### config.mk
export PLATFORM = sky130hd
export DESIGN_NAME = fb_rect_filler
export DESIGN_NICKNAME = d
export VERILOG_FILES = /design/src/rtl/fb_rect_filler.sv
export SDC_FILE = /design/constraint.sdc
export NUM_CORES = 1
export LEC_CHECK = 0
export ABC_AREA = 1
export CAP_MARGIN = 30
export CORE_UTILIZATION = 44
export CTS_BUF_LIST = sky130_fd_sc_hd__clkbuf_4 sky130_fd_sc_hd__clkbuf_8 sky130_fd_sc_hd__clkbuf_16
export DETAILED_ROUTE_END_ITERATION = 7
export GPL_ROUTABILITY_DRIVEN = 0
export MAX_ROUTING_LAYER = met4
export SLEW_MARGIN = 5
export SYNTH_ARGS = -nofsm -noshare
export SYNTH_HDL_FRONTEND = slang
export SYNTH_SLANG_ARGS = --single-unit
export TNS_END_PERCENT = 50
### constraint.sdc
create_clock -name clk_i -period 12.8 [get_ports clk_i]
set_clock_uncertainty 0.15 [all_clocks]
set_input_delay 2.56 -clock clk_i [delete_from_list [all_inputs] [get_ports clk_i]]
set_output_delay 2.56 -clock clk_i [all_outputs]
set_load 0.05 [all_outputs]
### src/rtl/fb_rect_filler.sv
// Solid-colour rectangle filler: clips a command to the framebuffer and streams
// one pixel write per cycle in raster order with incrementally updated addresses.
module fb_rect_filler #(
   parameter  int FB_X         = 1280,
   parameter  int FB_Y         = 720,
   localparam int X_BITS       = $clog2(FB_X),
   localparam int Y_BITS       = $clog2(FB_Y),
   localparam int FB_ADDR_BITS = $clog2(FB_X*FB_Y)
) (
   input  logic                    clk_i,
   input  logic                    rst_i,
   input  logic                    cmd_valid_i,
   output logic                    cmd_ready_o,
   input  logic [X_BITS-1:0]       cmd_x_i,
   input  logic [Y_BITS-1:0]       cmd_y_i,
   input  logic [X_BITS:0]         cmd_w_i,
   input  logic [Y_BITS:0]         cmd_h_i,
   input  logic [23:0]             cmd_color_i,
   output logic [FB_ADDR_BITS-1:0] pxl_addr_o,
   output logic [23:0]             pxl_data_o,
   output logic                    pxl_en_o,
   output logic                    busy_o,
   output logic                    done_o
);

   localparam logic [X_BITS+1:0]       FBX_S = (X_BITS+2)'(FB_X);
   localparam logic [Y_BITS+1:0]       FBY_S = (Y_BITS+2)'(FB_Y);
   localparam logic [FB_ADDR_BITS-1:0] FBX_A = FB_ADDR_BITS'(FB_X);

   typedef enum logic [1:0] {IDLE, SETUP, FILL, DONE} state_t;
   state_t r_state;

   logic [X_BITS-1:0]       r_x0;
   logic [Y_BITS-1:0]       r_y0;
   logic [X_BITS:0]         r_w, r_x, r_x_end;
   logic [Y_BITS:0]         r_h, r_y, r_y_end;
   logic [23:0]             r_data;
   logic [FB_ADDR_BITS-1:0] r_addr, r_row_base;
   logic                    r_ready, r_busy, r_done, r_pxl_en;

   // Setup-time clipping; the only multiply is here, never in the fill loop.
   logic [X_BITS+1:0]       w_x_sum;
   logic [Y_BITS+1:0]       w_y_sum;
   logic [X_BITS:0]         w_x_end, w_x_nxt;
   logic [Y_BITS:0]         w_y_end, w_y_nxt;
   logic [FB_ADDR_BITS-1:0] w_row0, w_wrap_base;
   logic                    w_empty, w_last_x, w_last_y;

   assign w_x_sum     = {2'b0, r_x0} + {1'b0, r_w};
   assign w_y_sum     = {2'b0, r_y0} + {1'b0, r_h};
   assign w_x_end     = (w_x_sum > FBX_S) ? FBX_S[X_BITS:0] : w_x_sum[X_BITS:0];
   assign w_y_end     = (w_y_sum > FBY_S) ? FBY_S[Y_BITS:0] : w_y_sum[Y_BITS:0];
   assign w_row0      = FB_ADDR_BITS'(r_y0) * FBX_A;
   assign w_empty     = (r_w == '0) || (r_h == '0) ||
                        ({2'b0, r_x0} >= FBX_S) || ({2'b0, r_y0} >= FBY_S);
   assign w_x_nxt     = r_x + 1'b1;
   assign w_y_nxt     = r_y + 1'b1;
   assign w_last_x    = (w_x_nxt == r_x_end);
   assign w_last_y    = (w_y_nxt == r_y_end);
   assign w_wrap_base = r_row_base + FBX_A;

   always_ff @(posedge clk_i or posedge rst_i) begin
      if (rst_i) begin
         r_state    <= IDLE;
         r_x0       <= '0;
         r_y0       <= '0;
         r_w        <= '0;
         r_h        <= '0;
         r_x        <= '0;
         r_y        <= '0;
         r_x_end    <= '0;
         r_y_end    <= '0;
         r_data     <= '0;
         r_addr     <= '0;
         r_row_base <= '0;
         r_ready    <= 1'b0;
         r_busy     <= 1'b0;
         r_done     <= 1'b0;
         r_pxl_en   <= 1'b0;
      end else begin
         case (r_state)
            IDLE: begin
               if (cmd_valid_i && r_ready) begin
                  r_x0    <= cmd_x_i;
                  r_y0    <= cmd_y_i;
                  r_w     <= cmd_w_i;
                  r_h     <= cmd_h_i;
                  r_data  <= cmd_color_i;
                  r_ready <= 1'b0;
                  r_busy  <= 1'b1;
                  r_state <= SETUP;
               end else begin
                  r_ready <= 1'b1;
               end
            end
            SETUP: begin
               r_x_end    <= w_x_end;
               r_y_end    <= w_y_end;
               r_x        <= {1'b0, r_x0};
               r_y        <= {1'b0, r_y0};
               r_row_base <= w_row0;
               r_addr     <= w_row0 + FB_ADDR_BITS'(r_x0);
               if (w_empty) begin
                  r_done  <= 1'b1;
                  r_state <= DONE;
               end else begin
                  r_pxl_en <= 1'b1;
                  r_state  <= FILL;
               end
            end
            FILL: begin
               if (w_last_x && w_last_y) begin
                  r_pxl_en <= 1'b0;
                  r_done   <= 1'b1;
                  r_state  <= DONE;
               end else if (w_last_x) begin
                  r_x        <= {1'b0, r_x0};
                  r_y        <= w_y_nxt;
                  r_row_base <= w_wrap_base;
                  r_addr     <= w_wrap_base + FB_ADDR_BITS'(r_x0);
               end else begin
                  r_x    <= w_x_nxt;
                  r_addr <= r_addr + 1'b1;
               end
            end
            DONE: begin
               r_done  <= 1'b0;
               r_busy  <= 1'b0;
               r_ready <= 1'b1;
               r_state <= IDLE;
            end
            default: r_state <= IDLE;
         endcase
      end
   end

   assign cmd_ready_o = r_ready;
   assign busy_o      = r_busy;
   assign done_o      = r_done;
   assign pxl_en_o    = r_pxl_en;
   assign pxl_addr_o  = r_addr;
   assign pxl_data_o  = r_data;

endmodule

=== Yosys cells after proc, flatten, opt, wreduce, memory -nomap -nowiden ===
Cells that the tools add are included.

* Add/sub/neg operators: 8
* Multiply operators: 1
* Div/mod/pow operators: 0
* Magnitude comparators: 4
* Eq/ne operators: 11
* Shift-type cells: 0
* Muxes and demuxes: 28
* Bitwise gates (word level): 0
* Reductions and logical operators: 18

{| class="wikitable"
|+ Operators with widths
! cell !! number
|-
| $mux 20 || 4
|-
| $pmux 20 s2 || 2
|-
| $add 20x11->20 || 2
|-
| $mux 12 || 3
|-
| $mux 11 || 3
|-
| $pmux 12 s2 || 1
|-
| $pmux 11 s2 || 1
|-
| $add 20x1->20 const B || 1
|-
| $add 20x11->20 const B || 1
|-
| $add 11x12->13 || 1
|-
| $gt 13x11->1 const B || 1
|-
| $add 10x11->12 || 1
|-
| $add 12x1->12 const B || 1
|-
| $eq 12x12->1 || 1
|-
| $gt 12x10->1 const B || 1
|-
| $logic_not 12->1 || 1
|-
| $mul 10x3->12 const B || 1
|-
| $ne 2x2->1 const B || 6
|-
| $add 11x1->11 const B || 1
|-
| $eq 11x11->1 || 1
|-
| $ge 11x11->1 const B || 1
|-
| $logic_not 11->1 || 1
|-
| $ge 10x10->1 const B || 1
|-
| $reduce_and 3->1 || 3
|-
| other kinds (13) || 30
|}

* Register bits after elaboration: 160
* Latch bits: 0
* Bits in writable memories: 0
* Memory bits (read-only): 0
* Bits of input ports: 71
* Output and inout port bits: 48
* Logic and storage cells: 86
* Memories kept: 0

=== Depth between registers and ports, before layout ===
Gate-level depths: netlist of run 1.

* Word-level depth: 6
* Mapped depth: 20
* Mapped depth without buffers: 20

=== Least setup slack after synthesis of run 1 ===
No wires, ideal clock.

* Path kind: input-to-reg
* From: input cmd_valid_i
* To: register r_busy (netlist: busy_o)
* Library setup time: 0.145 ns
* Data arrival time: 3.534 ns
* Required time: 12.505 ns
* Path slack: 8.971 ns
* Stages on the path: 6
* Buffers on the path: 2
* Path through: nand2_1 inv_1 nand2_1 buf_1 clkbuf_1 a22oi_1

* Word-level cells in the longest chain between the ends: 3

{| class="wikitable"
|+ Ends and longest elaborated chain
! item !! line !! RTL
|-
| from (decl) || 12 || <nowiki>input logic cmd_valid_i,</nowiki>
|-
| $logic_and 1x1->1 || 83 || <nowiki>if (cmd_valid_i && r_ready) begin</nowiki>
|-
| $ne 2x2->1 (no line) || -- ||
|-
| $reduce_and 2->1 (no line) || -- ||
|-
| to (signal assigned) || 77 || <nowiki>r_busy <= 1'b0;</nowiki>
|-
| to (signal assigned) || 90 || <nowiki>r_busy <= 1'b1;</nowiki>
|-
| to (signal assigned) || 128 || <nowiki>r_busy <= 1'b0;</nowiki>
|-
| to (decl) || 39 || <nowiki>logic r_ready, r_busy, r_done, r_pxl_en;</nowiki>
|}

Every way passes these cells.
A chain may end at the register's enable or synchronous reset.

=== Worst setup path in the final report of run 1 ===
* From: register r_addr[9] (netlist: pxl_addr_o[9])
* To: output pxl_addr_o[9]

{| class="wikitable"
|+ RTL lines
! item !! line !! RTL
|-
| from (decl) || 38 || <nowiki>logic [FB_ADDR_BITS-1:0] r_addr, r_row_base;</nowiki>
|-
| from (signal assigned) || 102 || <nowiki>r_addr <= w_row0 + FB_ADDR_BITS'(r_x0);</nowiki>
|-
| from (signal assigned) || 120 || <nowiki>r_addr <= w_wrap_base + FB_ADDR_BITS'(r_x0);</nowiki>
|-
| from (signal assigned) || 123 || <nowiki>r_addr <= r_addr + 1'b1;</nowiki>
|-
| to (decl) || 19 || <nowiki>output logic [FB_ADDR_BITS-1:0] pxl_addr_o,</nowiki>
|}

No word-level cell between the ends.

==> out/qor.yml, run 1 <==
synth:
  synth_top_area_share_pct: 36.1
  synth.area.top_cells: "dfrtp_1 36%, nand2_1 16%, mux2_2 6.2%"
  netlist_instances: 1410
  syn_nets: 1537
  syn_avg_cell_area_sq_um: 7.48
  synthesis.area_sq_mm: 0.0105
  ys_warn_count: 0
  ys_ff_latch: 152
  seq_area_frac_synth_pct: 36.1
  synth.largest_area_cell: "dfrtp_1"
  synthDistinctLibCells: 45
route:
  post_drt_wl_per_cell_um: 15.0
  routed_wl_um: 27600
  first_pass_iters: 7
  ant_nets: 0
  drtIter0Drc: 586
  drc: 0
  vias: 9348
  vias_per_cell: 5.08
cells_and_area:
  layout_commonest_cell: "nand2_1"
  final_cell_mix: "450 x nand2_1, 152 x dfrtp_1, 128 x nand3_1, 126 x inv_1, 118 x clkdlybuf4s50_1"
  drive_above_1_share_pct: 8.03
  syn2layout_area_growth_pct: 18.7
  nets: 1633
clock_network:
  numCtsBuffers: 17
  cts_tree: "built"
  h-tree-depth: 4
  clk_path_buf_depth: 2
  cts_hold_buf: 0
  post_cts_buffers: 0
  clk_latency_ns: 0.44
  clk_pin_slew_ns: 0.07
  cts_sinks: 152
  cts.repair.resized: 0
  cts-root-buf: "clkbuf_16"
grt:
  grt_pass1_vias: 8820
  grt_usage_pct: 24.5
  antenna_found_initial: 1
  grt_start_max_net_pins: 93
  grt_pass1_wl_um: 45400
  grt-ovfl-total: 0
sta:
  hold_violations: 0
  worst_pin_slew_ns: 0.899
  tns_ns: 0
  period_minus_slack_ns: 4.46
  max_freq_ghz: 0.224
  finalCritPeriodShare_pct: 34.9
  rsz0062_at_grt: "false"
  slew-limit-headroom_pct: 40.0
  slew_viol_final: 0
  holdWs_ns: 0.349
  setup_viol: 0
setup_path:
  path_class: "reg -> out"
  crit_buf_inv: 1
  worstPathMaxFanout: 8
  path_cells: "clkdlybuf4s50_1"
  cp-start-kind: "flop"
  cp-end-kind: "output pin"
  critPathRequiredTime_ns: 10.09
  critical_path.top_delay_family: "buffers and inverters"
  arrival_ns: 1.75
  slowest_delay_ns: 0.85
  slowest_stage: "clkdlybuf4s50_1"
place:
  io_buffer_count: 118
  dpl.hpwl_um: 20500
min_path:
  hp-class: "reg -> reg"
floorplan:
  die_width_um: 157
  die_h_um: 157
  core_area_sq_mm: 0.0235
  num_rows: 56
  die_area_sq_mm: 0.0246
  ios: 119
  initial_core_util_pct: 44.9
outcome:
  outcome: "complete, no violations"
run:
  cap_violations: 0
worst min-delay path: stages (launching register included):
cell and delay, ns:
dfrtp_1 0.37, nand2_1 0.06, nand2_1 0.05
synth_stat cells:
master / instances
nand2_1: 451
dfrtp_1: 152
nand3_1: 128
inv_1: 127
nor2_1: 99
mux2_2: 58
o21ai_0: 55
ha_1: 52
xor2_1: 45
a21oi_1: 39
o21ai_1: 33
nand4_1: 30
clkbuf_1: 21
xnor2_1: 15
nand3b_1: 11
nor4_1: 9
nor3_1: 8
buf_1: 7
buf_6: 7
buf_2: 6
nor2_2: 6
o21bai_1: 5
or2_2: 5
a21o_1: 4
fa_1: 4
a22oi_1: 3
a31oi_1: 3
buf_4: 3
nand2_4: 3
nor2_4: 3
a211oi_1: 2
inv_2: 2
nand2_2: 2
a21oi_4: 1
a31o_2: 1
and2_0: 1
buf_8: 1
conb_1: 1
nand3_2: 1
nand3_4: 1
o2111ai_1: 1
o211ai_1: 1
o311ai_0: 1
or2_0: 1
xnor3_1: 1
area by class of cell:
class | count | area (sq um)
diodes | 1 | 2.50
clock buffers | 17 | 425
clock inverters | 15 | 154
fillers | 2347 | 11000
inverters | 129 | 489
multi-input cells | 1084 | 6020
flip-flops and latches | 152 | 3800
well taps | 319 | 399
repair buffers | 122 | 1230
path summary, 6_finish.rpt:
kind / slack (ns) / from / cells after the start / end
setup reg to reg: 9.34 / r_x[0] / 15 / pxl_addr_o[12]
min in group asynchronous: 2.52 / rst_i / 2 / pxl_data_o[23]
max in group asynchronous: 8.59 / rst_i / 3 / pxl_addr_o[10]
setup / recovery: 8.34 / pxl_addr_o[9] / 1 / pxl_addr_o[9]
hold reg to reg: 0.35 / r_row_base[19] / 2 / r_row_base[19]
hold / removal: 0.35 / r_row_base[19] / 2 / r_row_base[19]
metrics by stage:
stage | area (sq um) | utilization (%) | setup WS, ns | cells
after detailed placement | 11900 | 50.7 | 8.03 | 1805
after CTS | 12500 | 53.2 | 8.32 | 1837
after global routing | 12500 | 53.3 | 8.26 | 1839
after floorplan | 10500 | - | 6.00 | 1410
after global placement | 11900 | 50.7 | 8.02 | 1805
final | 12500 | 53.3 | 8.34 | 1839
routing by layer:
layer  vias to the layer above  part of all wire, %  track usage (%)  routed length [um]
met5                         -                    0                -                   0
met1                      4298                   50             33.5               13800
met4                         0                  1.4             6.86                 393
met2                       212                   44             37.0               12200
met3                        24                  4.6             4.29                1270
li1                       4814                    -                -                   -
kinds of logic (layout without fill, tap and decap cells):
kind of cell / after synthesis / in the layout / synth area share, %
XOR/XNOR: 61 / 61 / 5.20
AO/OA/AOI/OAI: 149 / 149 / 7.68
AND/OR/NAND/NOR: 759 / 759 / 30.9
multiplexers: 58 / 58 / 6.19
other: 1 / 2 / 0.0356
flip-flops: 152 / 152 / 36.1
adder cells (fa/ha/maj): 56 / 56 / 6.93
buffers and inverters: 174 / 283 / 6.98
registers in the layout (all words and copies together) (netlist names):
| signal | flops |
|---|---|
| cmd_ready_o | 1 |
| r_h | 11 |
| pxl_en_o | 1 |
| r_x | 12 |
| done_o | 1 |
| r_y | 11 |
| r_row_base | 12 |
| pxl_data_o | 24 |
| r_x_end | 12 |
| r_w | 12 |
| r_y_end | 11 |
| r_y0 | 10 |
| pxl_addr_o | 20 |
| r_x0 | 11 |
| busy_o | 1 |
| r_state | 2 |
Power of run 1 is not shown: default switching activity piles up to over one toggle a cycle in this logic, so the estimate is an artifact.
==> inputs of run 2 (changes only) <==
==> constraint.sdc (replaced) <==
create_clock -name clk_i -period 4.47 [get_ports clk_i]
set_clock_uncertainty 0.15 [all_clocks]
set_input_delay 0.894 -clock clk_i [delete_from_list [all_inputs] [get_ports clk_i]]
set_output_delay 0.894 -clock clk_i [all_outputs]
set_load 0.05 [all_outputs]
==> run 2 against run 1 <==
- setup slack lost 7.3 ns
- routed wire length grew 2.5%
- sequential share of layout area shrank 0.11 points
- cell area grew 0.36%
- critical path type is now reg -> reg
==> out/qor.yml, run 2 (synthesized netlist as in run 1, its figures left out) <==
outcome:
  outcome: "complete, no violations"  # unchanged
setup_path:
  slowest_stage: "dfrtp_1"  # was clkdlybuf4s50_1
  crit_path_frequent_cell: "nand2_1"
  slowest_delay_ns: 0.60  # was 0.85 ns
  cp-start-kind: "flop"  # unchanged
  path_class: "reg -> reg"  # was reg -> out
  critPathRequiredTime_ns: 4.61  # was 10.09 ns
  worstPathMaxFanout: 44  # was 8
  arrival_ns: 3.63  # was 1.75 ns
  path_cells: "ha_1 -> nand3_1 -> nor2_1 -> nand3_1 -> nand2_1 -> nand2_1 -> nand2_1 -> nand2_1 -> inv_1 -> nand3_1 -> nor2_1 -> nand3_4 -> nand2_4 -> inv_2 -> nand2_1 -> o21ai_1"  # was clkdlybuf4s50_1
  cp-end-kind: "flop"  # was output pin
grt:
  grt_start_max_net_pins: 153  # was 93
  grt_pass1_wl_um: 47000  # was 45400 um
  antenna_found_initial: 0  # was 1
  grt_usage_pct: 25.3  # was 24.5%
  grt-ovfl-total: 0  # unchanged
  grt_pass1_vias: 8984  # was 8820
route:
  drtIter0Drc: 673  # was 586
  routed_wl_um: 28300  # was 27600 um
  first_pass_iters: 5  # was 7
  vias_per_cell: 5.15  # was 5.08
  drc: 0  # unchanged
  ant_nets: 0  # unchanged
  vias: 9485  # was 9348
  post_drt_wl_per_cell_um: 15.4  # was 15.0 um
floorplan:
  num_rows: 56  # unchanged
  ios: 119  # unchanged
  initial_core_util_pct: 44.9  # unchanged
  core_area_sq_mm: 0.0235  # unchanged
  die_width_um: 157  # unchanged
  die_area_sq_mm: 0.0246  # unchanged
  die_h_um: 157  # unchanged
clock_network:
  cts_sinks: 152  # unchanged
  clk_latency_ns: 0.43  # was 0.44 ns
  cts.repair.resized: 0  # unchanged
  numCtsBuffers: 17  # unchanged
  cts_tree: "built"  # unchanged
  h-tree-depth: 4  # unchanged
  clk_pin_slew_ns: 0.07  # about the same
  cts_hold_buf: 0  # unchanged
  cts-root-buf: "clkbuf_16"  # unchanged
  clk_path_buf_depth: 2  # unchanged
  post_cts_buffers: 0  # unchanged
sta:
  slew-limit-headroom_pct: 44.1  # was 40.0%
  period_minus_slack_ns: 3.48
  max_freq_ghz: 0.287
  finalCritPeriodShare_pct: 77.9
  rsz0062_at_grt: "false"  # unchanged
  worst_pin_slew_ns: 0.838  # was 0.899 ns
  slew_viol_final: 0  # unchanged
  hold_violations: 0  # unchanged
  tns_ns: 0  # unchanged
  setup_viol: 0  # unchanged
cells_and_area:
  nets: 1636  # was 1633
  regArea_sq_mm: 0.00380  # unchanged
  final_cell_mix: "450 x nand2_1, 152 x dfrtp_1, 128 x nand3_1, 126 x inv_1, 118 x clkdlybuf4s50_1"  # unchanged
  n_antenna_cell: 0  # was 1
  multiInputGateArea_sq_mm: 0.00602  # unchanged
  drive_above_1_share_pct: 8.21  # was 8.03%
  layout_commonest_cell: "nand2_1"  # unchanged
  syn2layout_area_growth_pct: 19.2  # was 18.7%
  fillers: 2318  # was 2347
  instances_no_fill: 1841  # was 1839
  largest_register_ff_count: 24  # unchanged
run:
  cap_violations: 0  # unchanged
place:
  dpl.hpwl_um: 20800  # was 20500 um
  io_buffer_count: 118  # unchanged
  dpl.cell_count: 1807  # was 1805
min_path:
  hp-class: "reg -> reg"  # unchanged
run 2: changes by cell type in the layout (fill, tap and decap cells not counted), sizes merged:
cell	delta
diode	-1
clkinv	-2
buf	+3
bufinv	+1
clkbuf	+1
clkinvlp	+1
inv	-1
run 2: stage by stage:
stage          util, %  area [sq um]  setup WS, ns  hold WS, ns
2_1_floorplan        -         10500          1.51        0.311
3_3_place_gp      50.9         11900          1.03        0.325
3_5_place_dp      50.9         11900         0.994        0.330
4_1_cts           53.4         12500         0.975        0.350
5_1_grt           53.5         12600         0.604        0.376
6_report          53.5         12600         0.988        0.349
run 2: worst paths after layout:
kind                             start             to  slack, ns  depth (start not counted)
worst max-delay path            r_y[0]  pxl_addr_o[5]       0.99                         16
worst min-delay path            done_o         done_o       0.35                          2
worst max register to register  r_y[0]  pxl_addr_o[5]       0.99                         16
worst min register to register  done_o         done_o       0.35                          2
max in group asynchronous        rst_i         r_x[8]       2.63                          3
min in group asynchronous        rst_i        r_y0[8]       0.92                          3
run 2: metal layers:
metal	up-vias	track usage [%]	wire (um)
li1	4828	-	-
met1	4355	35.3	14100
met2	266	37.0	12200
met3	36	4.46	1520
met4	0	8.03	537
met5	-	-	0
run 2: area by class of cell:
type | count | area share, %
repair buffers | 125 | 10.1
clock inverters | 14 | 1.22
inverters | 129 | 3.88
multi-input cells | 1084 | 47.9
clock buffers | 18 | 3.49
flip-flops and latches | 152 | 30.3
well taps | 319 | 3.18
run 2: worst max-delay path, delay by kind of cell, from the launching register on:
family	cells	cell delay, ns
AND/OR/NAND/NOR	12	1.72
flip-flops	1	0.60
buffers and inverters	2	0.39
adder cells (fa/ha/maj)	1	0.38
AO/OA/AOI/OAI	1	0.08
Power of run 2 is left out for the same reason.
